`src/rtl/demux_stream_if.sv`:
```
// demux_stream_if: bundles the upstream stream and the two downstream streams
// of demux_stream. The slave modport is the demultiplexer's view; the master
// modport is the view of the surrounding producer and consumers.
//
// Handshake: a word moves across a link on a rising clock edge where both
// valid and ready are 1. A producer that raises valid holds its data
// (and in_sel) stable until that edge. in_ready may depend on in_sel but
// never on in_valid, and it only looks at the slot that in_sel selects.
interface demux_stream_if #(
  parameter int LEN_DATA = 256
);
  logic [LEN_DATA-1:0] in_data;
  logic                in_sel;
  logic                in_valid;
  logic                in_ready;
  logic [LEN_DATA-1:0] a_data;
  logic                a_valid;
  logic                a_ready;
  logic [LEN_DATA-1:0] b_data;
  logic                b_valid;
  logic                b_ready;

  modport slave (
    input  in_data, in_sel, in_valid, a_ready, b_ready,
    output in_ready, a_data, a_valid, b_data, b_valid
  );

  modport master (
    output in_data, in_sel, in_valid, a_ready, b_ready,
    input  in_ready, a_data, a_valid, b_data, b_valid
  );
endinterface

```
`src/rtl/demux_stream.sv`:
```
// demux_stream: 1-to-2 registered stream demultiplexer. Each accepted word is
// steered by in_sel into a one-entry output slot (A for sel=0, B for sel=1).
// Each slot is an EMPTY/FULL state machine; its state is exported directly as
// x_valid, so slot state is always visible on the ports.
// Optional feature macro: DEMUX_STREAM_CNT_EN adds cnt_a / cnt_b, which count
// completed drains of each output and wrap at 2^CNT_W.
module demux_stream #(
  parameter int LEN_DATA = 256,
  parameter int CNT_W    = 16
) (
  input  logic                 clk,
  input  logic                 rst,
  demux_stream_if.slave        bus
`ifdef DEMUX_STREAM_CNT_EN
  ,
  output logic [CNT_W-1:0]     cnt_a,
  output logic [CNT_W-1:0]     cnt_b
`endif
);

  typedef enum logic {
    EMPTY = 1'b0,
    FULL  = 1'b1
  } slot_state_e;

  slot_state_e         a_state, a_state_nxt;
  slot_state_e         b_state, b_state_nxt;
  logic [LEN_DATA-1:0] a_data_q, b_data_q;
  logic                a_valid, b_valid;
  logic                a_free, b_free;
  logic                acc_a, acc_b;
  logic                drain_a, drain_b;

  assign a_valid = (a_state == FULL);
  assign b_valid = (b_state == FULL);

  // A slot can take a word when it is empty or is being drained this cycle.
  assign a_free  = ~a_valid | bus.a_ready;
  assign b_free  = ~b_valid | bus.b_ready;

  assign bus.in_ready = bus.in_sel ? b_free : a_free;

  assign acc_a   = bus.in_valid & a_free & ~bus.in_sel;
  assign acc_b   = bus.in_valid & b_free &  bus.in_sel;
  assign drain_a = a_valid & bus.a_ready;
  assign drain_b = b_valid & bus.b_ready;

  // Next-state logic: a load wins over a drain, so drain+load keeps the slot FULL.
  always_comb begin
    a_state_nxt = a_state;
    b_state_nxt = b_state;
    if (acc_a)        a_state_nxt = FULL;
    else if (drain_a) a_state_nxt = EMPTY;
    if (acc_b)        b_state_nxt = FULL;
    else if (drain_b) b_state_nxt = EMPTY;
  end

  // Slot state registers; reset empties both slots immediately.
  always_ff @(posedge clk or posedge rst) begin
    if (rst) begin
      a_state <= EMPTY;
      b_state <= EMPTY;
    end else begin
      a_state <= a_state_nxt;
      b_state <= b_state_nxt;
    end
  end

  // Slot data registers: load on accept only, otherwise keep the last word.
  always_ff @(posedge clk or posedge rst) begin
    if (rst) begin
      a_data_q <= '0;
      b_data_q <= '0;
    end else begin
      if (acc_a) a_data_q <= bus.in_data;
      if (acc_b) b_data_q <= bus.in_data;
    end
  end

  assign bus.a_valid = a_valid;
  assign bus.b_valid = b_valid;
  assign bus.a_data  = a_data_q;
  assign bus.b_data  = b_data_q;

`ifdef DEMUX_STREAM_CNT_EN
  // Transfer counters: one increment per completed drain, wrapping naturally.
  always_ff @(posedge clk or posedge rst) begin
    if (rst) begin
      cnt_a <= '0;
      cnt_b <= '0;
    end else begin
      if (drain_a) cnt_a <= cnt_a + 1'b1;
      if (drain_b) cnt_b <= cnt_b + 1'b1;
    end
  end
`endif

endmodule

```
`src/flat_wrapper.sv`:
```
// flat-port wrapper written by rule: the top's interface ports become plain ports
module demux_stream_flat 
#(
  parameter int LEN_DATA = 256,
  parameter int CNT_W    = 16
)
  (clk, rst, bus_in_data, bus_in_sel, bus_in_valid, bus_a_ready, bus_b_ready, bus_in_ready, bus_a_data, bus_a_valid, bus_b_data, bus_b_valid);
  demux_stream_if #(.LEN_DATA(LEN_DATA)) bus_i ();
  input  logic clk;
  input  logic rst;
  input wire logic [$bits(bus_i.in_data)-1:0] bus_in_data;
  input wire logic [$bits(bus_i.in_sel)-1:0] bus_in_sel;
  input wire logic [$bits(bus_i.in_valid)-1:0] bus_in_valid;
  input wire logic [$bits(bus_i.a_ready)-1:0] bus_a_ready;
  input wire logic [$bits(bus_i.b_ready)-1:0] bus_b_ready;
  output wire logic [$bits(bus_i.in_ready)-1:0] bus_in_ready;
  output wire logic [$bits(bus_i.a_data)-1:0] bus_a_data;
  output wire logic [$bits(bus_i.a_valid)-1:0] bus_a_valid;
  output wire logic [$bits(bus_i.b_data)-1:0] bus_b_data;
  output wire logic [$bits(bus_i.b_valid)-1:0] bus_b_valid;
  assign bus_i.in_data = bus_in_data;
  assign bus_i.in_sel = bus_in_sel;
  assign bus_i.in_valid = bus_in_valid;
  assign bus_i.a_ready = bus_a_ready;
  assign bus_i.b_ready = bus_b_ready;
  assign bus_in_ready = bus_i.in_ready;
  assign bus_a_data = bus_i.a_data;
  assign bus_a_valid = bus_i.a_valid;
  assign bus_b_data = bus_i.b_data;
  assign bus_b_valid = bus_i.b_valid;
  demux_stream #(.LEN_DATA(LEN_DATA), .CNT_W(CNT_W)) u_core (.clk(clk), .rst(rst), .bus(bus_i));
endmodule
```
`config.mk`:
```
export PLATFORM = sky130hd
export DESIGN_NAME = demux_stream_flat
export DESIGN_NICKNAME = d
export VERILOG_FILES = /design/src/rtl/demux_stream_if.sv /design/src/rtl/demux_stream.sv /design/src/flat_wrapper.sv
export SDC_FILE = /design/constraint.sdc
export NUM_CORES = 1
export LEC_CHECK = 0
export CORE_AREA = 4 4 298 300
export CTS_CLUSTER_DIAMETER = 120
export CTS_CLUSTER_SIZE = 8
export DETAILED_ROUTE_END_ITERATION = 12
export DIE_AREA = 0 0 302 304
export GPL_ROUTABILITY_DRIVEN = 0
export HOLD_SLACK_MARGIN = 0.12
export PLACE_DENSITY = 0.58
export SETUP_SLACK_MARGIN = 0.5
export SKIP_CTS_REPAIR_TIMING = 1
export SKIP_LAST_GASP = 1
export SYNTH_ARGS = -nofsm -noshare
export SYNTH_HDL_FRONTEND = slang
export SYNTH_SLANG_ARGS = --single-unit
```
`constraint.sdc`:
```
create_clock -name clk -period 25.8 [get_ports clk]
set_input_delay 5.16 -clock clk [delete_from_list [all_inputs] [get_ports clk]]
set_output_delay 5.16 -clock clk [all_outputs]
set_load 0.02 [all_outputs]
```
==> results.py, run 1 <==
metrics = {
    "status": {
        "status": "finished clean",
    },
    "die": {
        "die_width_um": 302,
        "die_h_um": 304,
        "ioPinCount": 777,
        "core_um2": 86210,
        "num_rows": 108,
        "start_util_pct": 22.73,
        "dieArea_um2": 91810,
    },
    "timing": {
        "setup_violations": 0,
        "setup_tns_ns": 0,
        "rsz0062_at_grt": "no",
        "skew_ns": 0.01882,
        "post-route-min-period_ns": 11.76,
        "tightest_slew_ns": 1.025,
        "finalCritPeriodShare_pct": 45.57,
        "maxSlewHeadroom_pct": 31.65,
        "finalHoldViolations": 0,
        "fmax_ghz": 0.08505,
        "drv_slew": 0,
    },
    "finish": {
        "num-fill-cells": 8398,
        "area.sequential_um2": 12860,
        "final_common_cell": "clkdlybuf4s50_1",
        "multi_input_area_um2": 5889,
        "layout.cells.most_common_list": "776 x clkdlybuf4s50_1, 514 x dfrtp_1, 466 x mux2_2",
        "num-nets-final": 2163,
        "area_delta_synth_final_pct": 53.52,
        "drive_above_1_share_pct": 30.41,
    },
    "clock_network": {
        "htree_num_levels": 3,
        "cts_tree": "built",
        "clkTransAtPathRegs_ns": 0.05,
        "numCtsBuffers": 74,
        "clock_latency_ns": 0.59,
        "clockBufferDepth": 3,
        "cts_root_buffer": "clkbuf_16",
        "clock_sinks": 514,
    },
    "placed_design": {
        "dp_hpwl_mm": 43.83,
        "io_buffers": 776,
    },
    "setup_path": {
        "critical_path_class": "primary input to primary output",
        "cp_max_fo": 3,
        "cp.arrival_ns": 6.60,
        "cp.required_ns": 20.64,
        "r2r_setup_slack_ns": 22.29,
        "end_kind": "primary output",
        "startpoint_type": "primary input",
    },
    "power": {
        "ir_worst_vdd_v": 0.00005145,
        "p_leak_nw": 12.24,
        "power_w": 0.002648,
        "powerDensity_nw_per_um2": 88.01,
    },
    "routing": {
        "wire_per_inst_um": 19.55,
        "drt-pass1-iter-count": 4,
        "vias": 12341,
        "ant_nets": 0,
        "finalWirelength_mm": 59.97,
        "viasPerCell": 4.024,
        "drt_iter0_drc": 315,
        "drc": 0,
    },
    "hold_path": {
        "hold_class": "flop to flop",
    },
    "synthesis": {
        "netlist_area_um2": 19600,
        "ys_seq_area_share_pct": 65.64,
        "yosysTopAreaCell": "dfrtp_1",
        "yosys-top-cells-area": "dfrtp_1 66%, mux2_2 27%, buf_12 2.7%, mux2_1 1.6%, buf_6 1.4%",
        "yosys_warnings": 0,
        "synth_cells": 1093,
        "syn_area_per_cell_um2": 17.93,
        "syn-num-nets": 1355,
        "yosys.area.top_type_share_pct": 65.64,
        "ys_seq_elements": 514,
        "synth_cell_types": 17,
    },
    "grt": {
        "grt-ovfl-total": 0,
        "track_usage_pct": 12.74,
        "grt_pass1_wl_mm": 90.12,
        "grt_max_degree": 162,
        "first_global_vias": 14143,
        "antenna_found_initial": 6,
    },
    "job": {
        "drv_cap": 0,
    },
}
[sequential cells by signal (all words and copies together), names as in the netlist]
register	flops
u_core.bus.a_data	256
u_core.bus.a_valid	1
u_core.bus.b_valid	1
u_core.bus.b_data	256
[per-layer routing]
| metal | routed length, µm | GRT usage, % | part of all wire [%] |
|---|---|---|---|
| met5 | 0 | 0 | 0 |
| met4 | 2373 | 5.761 | 4.0 |
| met3 | 4762 | 4.145 | 7.9 |
| met2 | 31480 | 23.18 | 52 |
| met1 | 21360 | 13.23 | 36 |
[where the power goes]
| part | switching, W | internal (W) |
|---|---|---|
| Clock | 0.000333 | 0.000517 |
| Combinational | 0.000364 | 0.000399 |
| Sequential | 0.0000791 | 0.000955 |
[synth_stat cells]
cell	instances
mux2_4	18
mux2_2	466
buf_4	4
buf_6	25
nor2_1	1
and2b_1	1
o21ai_0	1
nor2_4	1
dfrtp_1	514
a21oi_1	1
buf_2	1
buf_12	26
nand2_1	1
nand2b_1	2
mux2_1	28
nand3b_1	1
inv_1	2
[cells by family after synthesis]
group | after synthesis | share of synthesized area [%]
DFF | 514 | 65.64
muxes | 512 | 29.77
buffers and inverters | 58 | 4.310
and+or+nand+nor | 7 | 0.2362
AOI/OAI and AO/OA | 2 | 0.05103
[per-stage QoR]
| step | cell area [µm²] | hold WS, ns | worst slack [ns] | utilization [%] | std cells |
|---|---|---|---|---|---|
| final | 30080 | 0.4826 | 14.04 | 34.89 | 3067 |
| after CTS | 30070 | 0.4846 | 14.02 | 34.88 | 3062 |
| after detailed placement | 28090 | 0.4741 | 14.03 | 32.59 | 2980 |
| after global placement | 28090 | 0.4707 | 13.96 | 32.59 | 2980 |
| after global routing | 30080 | 0.5034 | 13.99 | 34.89 | 3067 |
| after floorplan | 19600 | 0.6095 | 6.283 | - | 1093 |
[critical path, cell delays in order]
cell and delay, ns:
clkdlybuf4s50_1 0.49, nand2b_1 0.16, nor2_1 0.05, a21oi_1 0.12, clkdlybuf4s50_1 0.62
[layout make-up]
type / count / area share (%)
clock buffers: 76 / 6.322
inverters: 2 / 0.04991
diodes: 5 / 0.04159
well taps: 1155 / 4.804
flip-flops and latches: 514 / 42.75
clock inverters: 6 / 0.2495
repair buffers: 788 / 26.20
multi-input cells: 521 / 19.58
[worst paths after layout]
path                                               startpoint                                 end  cells past startpoint
setup / recovery                                  bus_a_ready                        bus_in_ready                      5
hold / removal             u_core.bus.b_data[119]$_DFFE_PP0P_  u_core.bus.b_data[119]$_DFFE_PP0P_                      1
setup reg to reg               u_core.bus.b_valid$_DFFE_PP0P_   u_core.bus.b_data[66]$_DFFE_PP0P_                      5
hold reg to reg            u_core.bus.b_data[119]$_DFFE_PP0P_  u_core.bus.b_data[119]$_DFFE_PP0P_                      1
max in group asynchronous                                 rst  u_core.bus.a_data[247]$_DFFE_PP0P_                      4
min in group asynchronous                                 rst   u_core.bus.b_data[89]$_DFFE_PP0P_                      2
(Power assumes the default switching activity.)
==> run 2: changes to the inputs <==
==> constraint.sdc (replaced) <==
create_clock -name clk -period 11.8 [get_ports clk]
set_input_delay 2.36 -clock clk [delete_from_list [all_inputs] [get_ports clk]]
set_output_delay 2.36 -clock clk [all_outputs]
set_load 0.02 [all_outputs]
==> run 2 against run 1 <==
Against the previous run:
- global-route usage is 0.14 points lower
- first-iteration DRC count rose by 4.1%
- combinational power rose by 120%
- utilization is 0.051 points higher
- via count rose by 0.27%
- clock power rose by 120%
- sequential cell count unchanged
- cell count barely moved
- wire length decreased by 0.49%
- sequential share of layout area decreased by 0.062 points
- clock skew up 0.0023 ns
- critical endpoint unchanged
- largest power group unchanged
==> results.py, run 2 (synthesis gave the netlist of run 1 again) <==
metrics = {
    "timing": {
        "post-route-min-period_ns": 6.177,
        "finalCritPeriodShare_pct": 52.35,
        "finalHoldViolations": 0,
        "rsz0062_at_grt": "no",
        "maxSlewHeadroom_pct": 12.94,
        "tightest_slew_ns": 1.306,
        "fmax_ghz": 0.1619,
        "skew_ns": 0.02109,
        "drv_slew": 0,
        "setup_violations": 0,
        "setup_tns_ns": 0,
    },
    "finish": {
        "final_common_cell": "clkdlybuf4s50_1",
        "area_delta_synth_final_pct": 53.74,
        "drive_above_1_share_pct": 30.40,
        "layout.cells.most_common_list": "776 x clkdlybuf4s50_1, 514 x dfrtp_1, 466 x mux2_2",
        "num-nets-final": 2162,
        "final_cell_count_no_fill": 3064,
    },
    "power": {
        "ir_worst_vdd_v": 0.0001021,
        "power_frac_seq_pct": 38.8,
        "combPwrFrac_pct": 28.5,
        "switchingPower_w": 0.001736,
        "p_leak_nw": 12.26,
        "power_frac_clock_pct": 32.6,
        "powerDensity_nw_per_um2": 193.6,
        "intPower_w": 0.004098,
        "p_sw_share_pct": 29.75,
    },
    "grt": {
        "grt_pass1_wl_mm": 89.84,
        "antenna_found_initial": 1,
        "grt-ovfl-total": 0,
        "first_global_vias": 14013,
        "track_usage_pct": 12.60,
        "grt_max_degree": 151,
    },
    "die": {
        "dieArea_um2": 91810,
        "die_width_um": 302,
        "num_rows": 108,
        "start_util_pct": 22.73,
        "core_um2": 86210,
        "ioPinCount": 777,
        "die_h_um": 304,
    },
    "placed_design": {
        "dp_hpwl_mm": 43.50,
        "io_buffers": 776,
        "dp.cells": 2979,
    },
    "routing": {
        "drt_iter0_drc": 328,
        "wire_per_inst_um": 19.48,
        "finalWirelength_mm": 59.67,
        "ant_nets": 0,
        "drt-pass1-iter-count": 4,
        "viasPerCell": 4.039,
        "vias": 12374,
        "drc": 0,
    },
    "hold_path": {
        "hold_class": "flop to flop",
    },
    "status": {
        "status": "finished clean",
    },
    "setup_path": {
        "cp.required_ns": 9.44,
        "critical_path_class": "primary input to primary output",
        "cp_max_fo": 3,
        "startpoint_type": "primary input",
        "end_kind": "primary output",
        "cp.arrival_ns": 3.82,
    },
    "clock_network": {
        "clkTransAtPathRegs_ns": 0.05,
        "clockBufferDepth": 3,
        "clock_latency_ns": 0.60,
        "cts_root_buffer": "clkbuf_16",
        "numCtsBuffers": 74,
        "cts_tree": "built",
        "htree_num_levels": 3,
        "clock_sinks": 514,
    },
    "job": {
        "drv_cap": 0,
    },
}
## run 2: critical path, cell delays in order
cell and delay [ns]:
clkdlybuf4s50_1 0.45, and2b_1 0.21, a21oi_1 0.17, clkdlybuf4s50_1 0.63
## run 2: final timing paths
kind	start	end	slack, ns	cells past startpoint
setup / recovery	bus_b_ready	bus_in_ready	5.62	4
max in group asynchronous	rst	u_core.bus.b_data[191]$_DFFE_PP0P_	7.38	4
hold / removal	u_core.bus.a_data[218]$_DFFE_PP0P_	u_core.bus.a_data[218]$_DFFE_PP0P_	0.49	1
setup reg to reg	u_core.bus.b_valid$_DFFE_PP0P_	u_core.bus.b_data[45]$_DFFE_PP0P_	8.85	5
hold reg to reg	u_core.bus.a_data[218]$_DFFE_PP0P_	u_core.bus.a_data[218]$_DFFE_PP0P_	0.49	1
min in group asynchronous	rst	u_core.bus.b_data[170]$_DFFE_PP0P_	2.31	2
## run 2: power by group through the flow
stage | sequential [W] | clock [W] | combinational, W
3_3_place_gp | 0.00228 | 0 | 0.00167
2_1_floorplan | 0.00267 | 0 | 0.000395
3_5_place_dp | 0.00229 | 0 | 0.00169
5_1_grt | 0.00231 | 0.00206 | 0.00175
4_1_cts | 0.00227 | 0.00199 | 0.00169
6_report | 0.00227 | 0.00190 | 0.00167
## run 2: routing by layer
layer	GRT usage, %	up-vias	wire length, µm	part of all wire, %
li1	-	5456	-	-
met1	13.11	6332	21020	35
met4	4.544	0	1866	3.1
met2	23.05	485	31570	53
met3	4.644	101	5211	8.7
met5	0	-	0	0
## run 2: per-stage QoR
step,hold slack (ns),setup WS [ns],power (W),area [µm²],utilization [%]
detailed placement,0.4793,5.618,0.003982,28110,32.60
finish,0.4881,5.623,0.005833,30130,34.95
global route,0.4942,5.532,0.006111,30130,34.95
CTS,0.4902,5.604,0.005955,30130,34.94
floorplan,0.6095,2.460,0.003065,19600,-
global placement,0.4710,5.557,0.003950,28110,32.60
## run 2: area by class of cell
class                   count  area (µm²)
well taps                1155        1445
clock buffers              77        1894
fillers                  8372       56090
multi-input cells         521        5889
flip-flops and latches    514       12860
diodes                      1       2.502
inverters                   2       11.26
clock inverters             7       122.6
repair buffers            787        7900
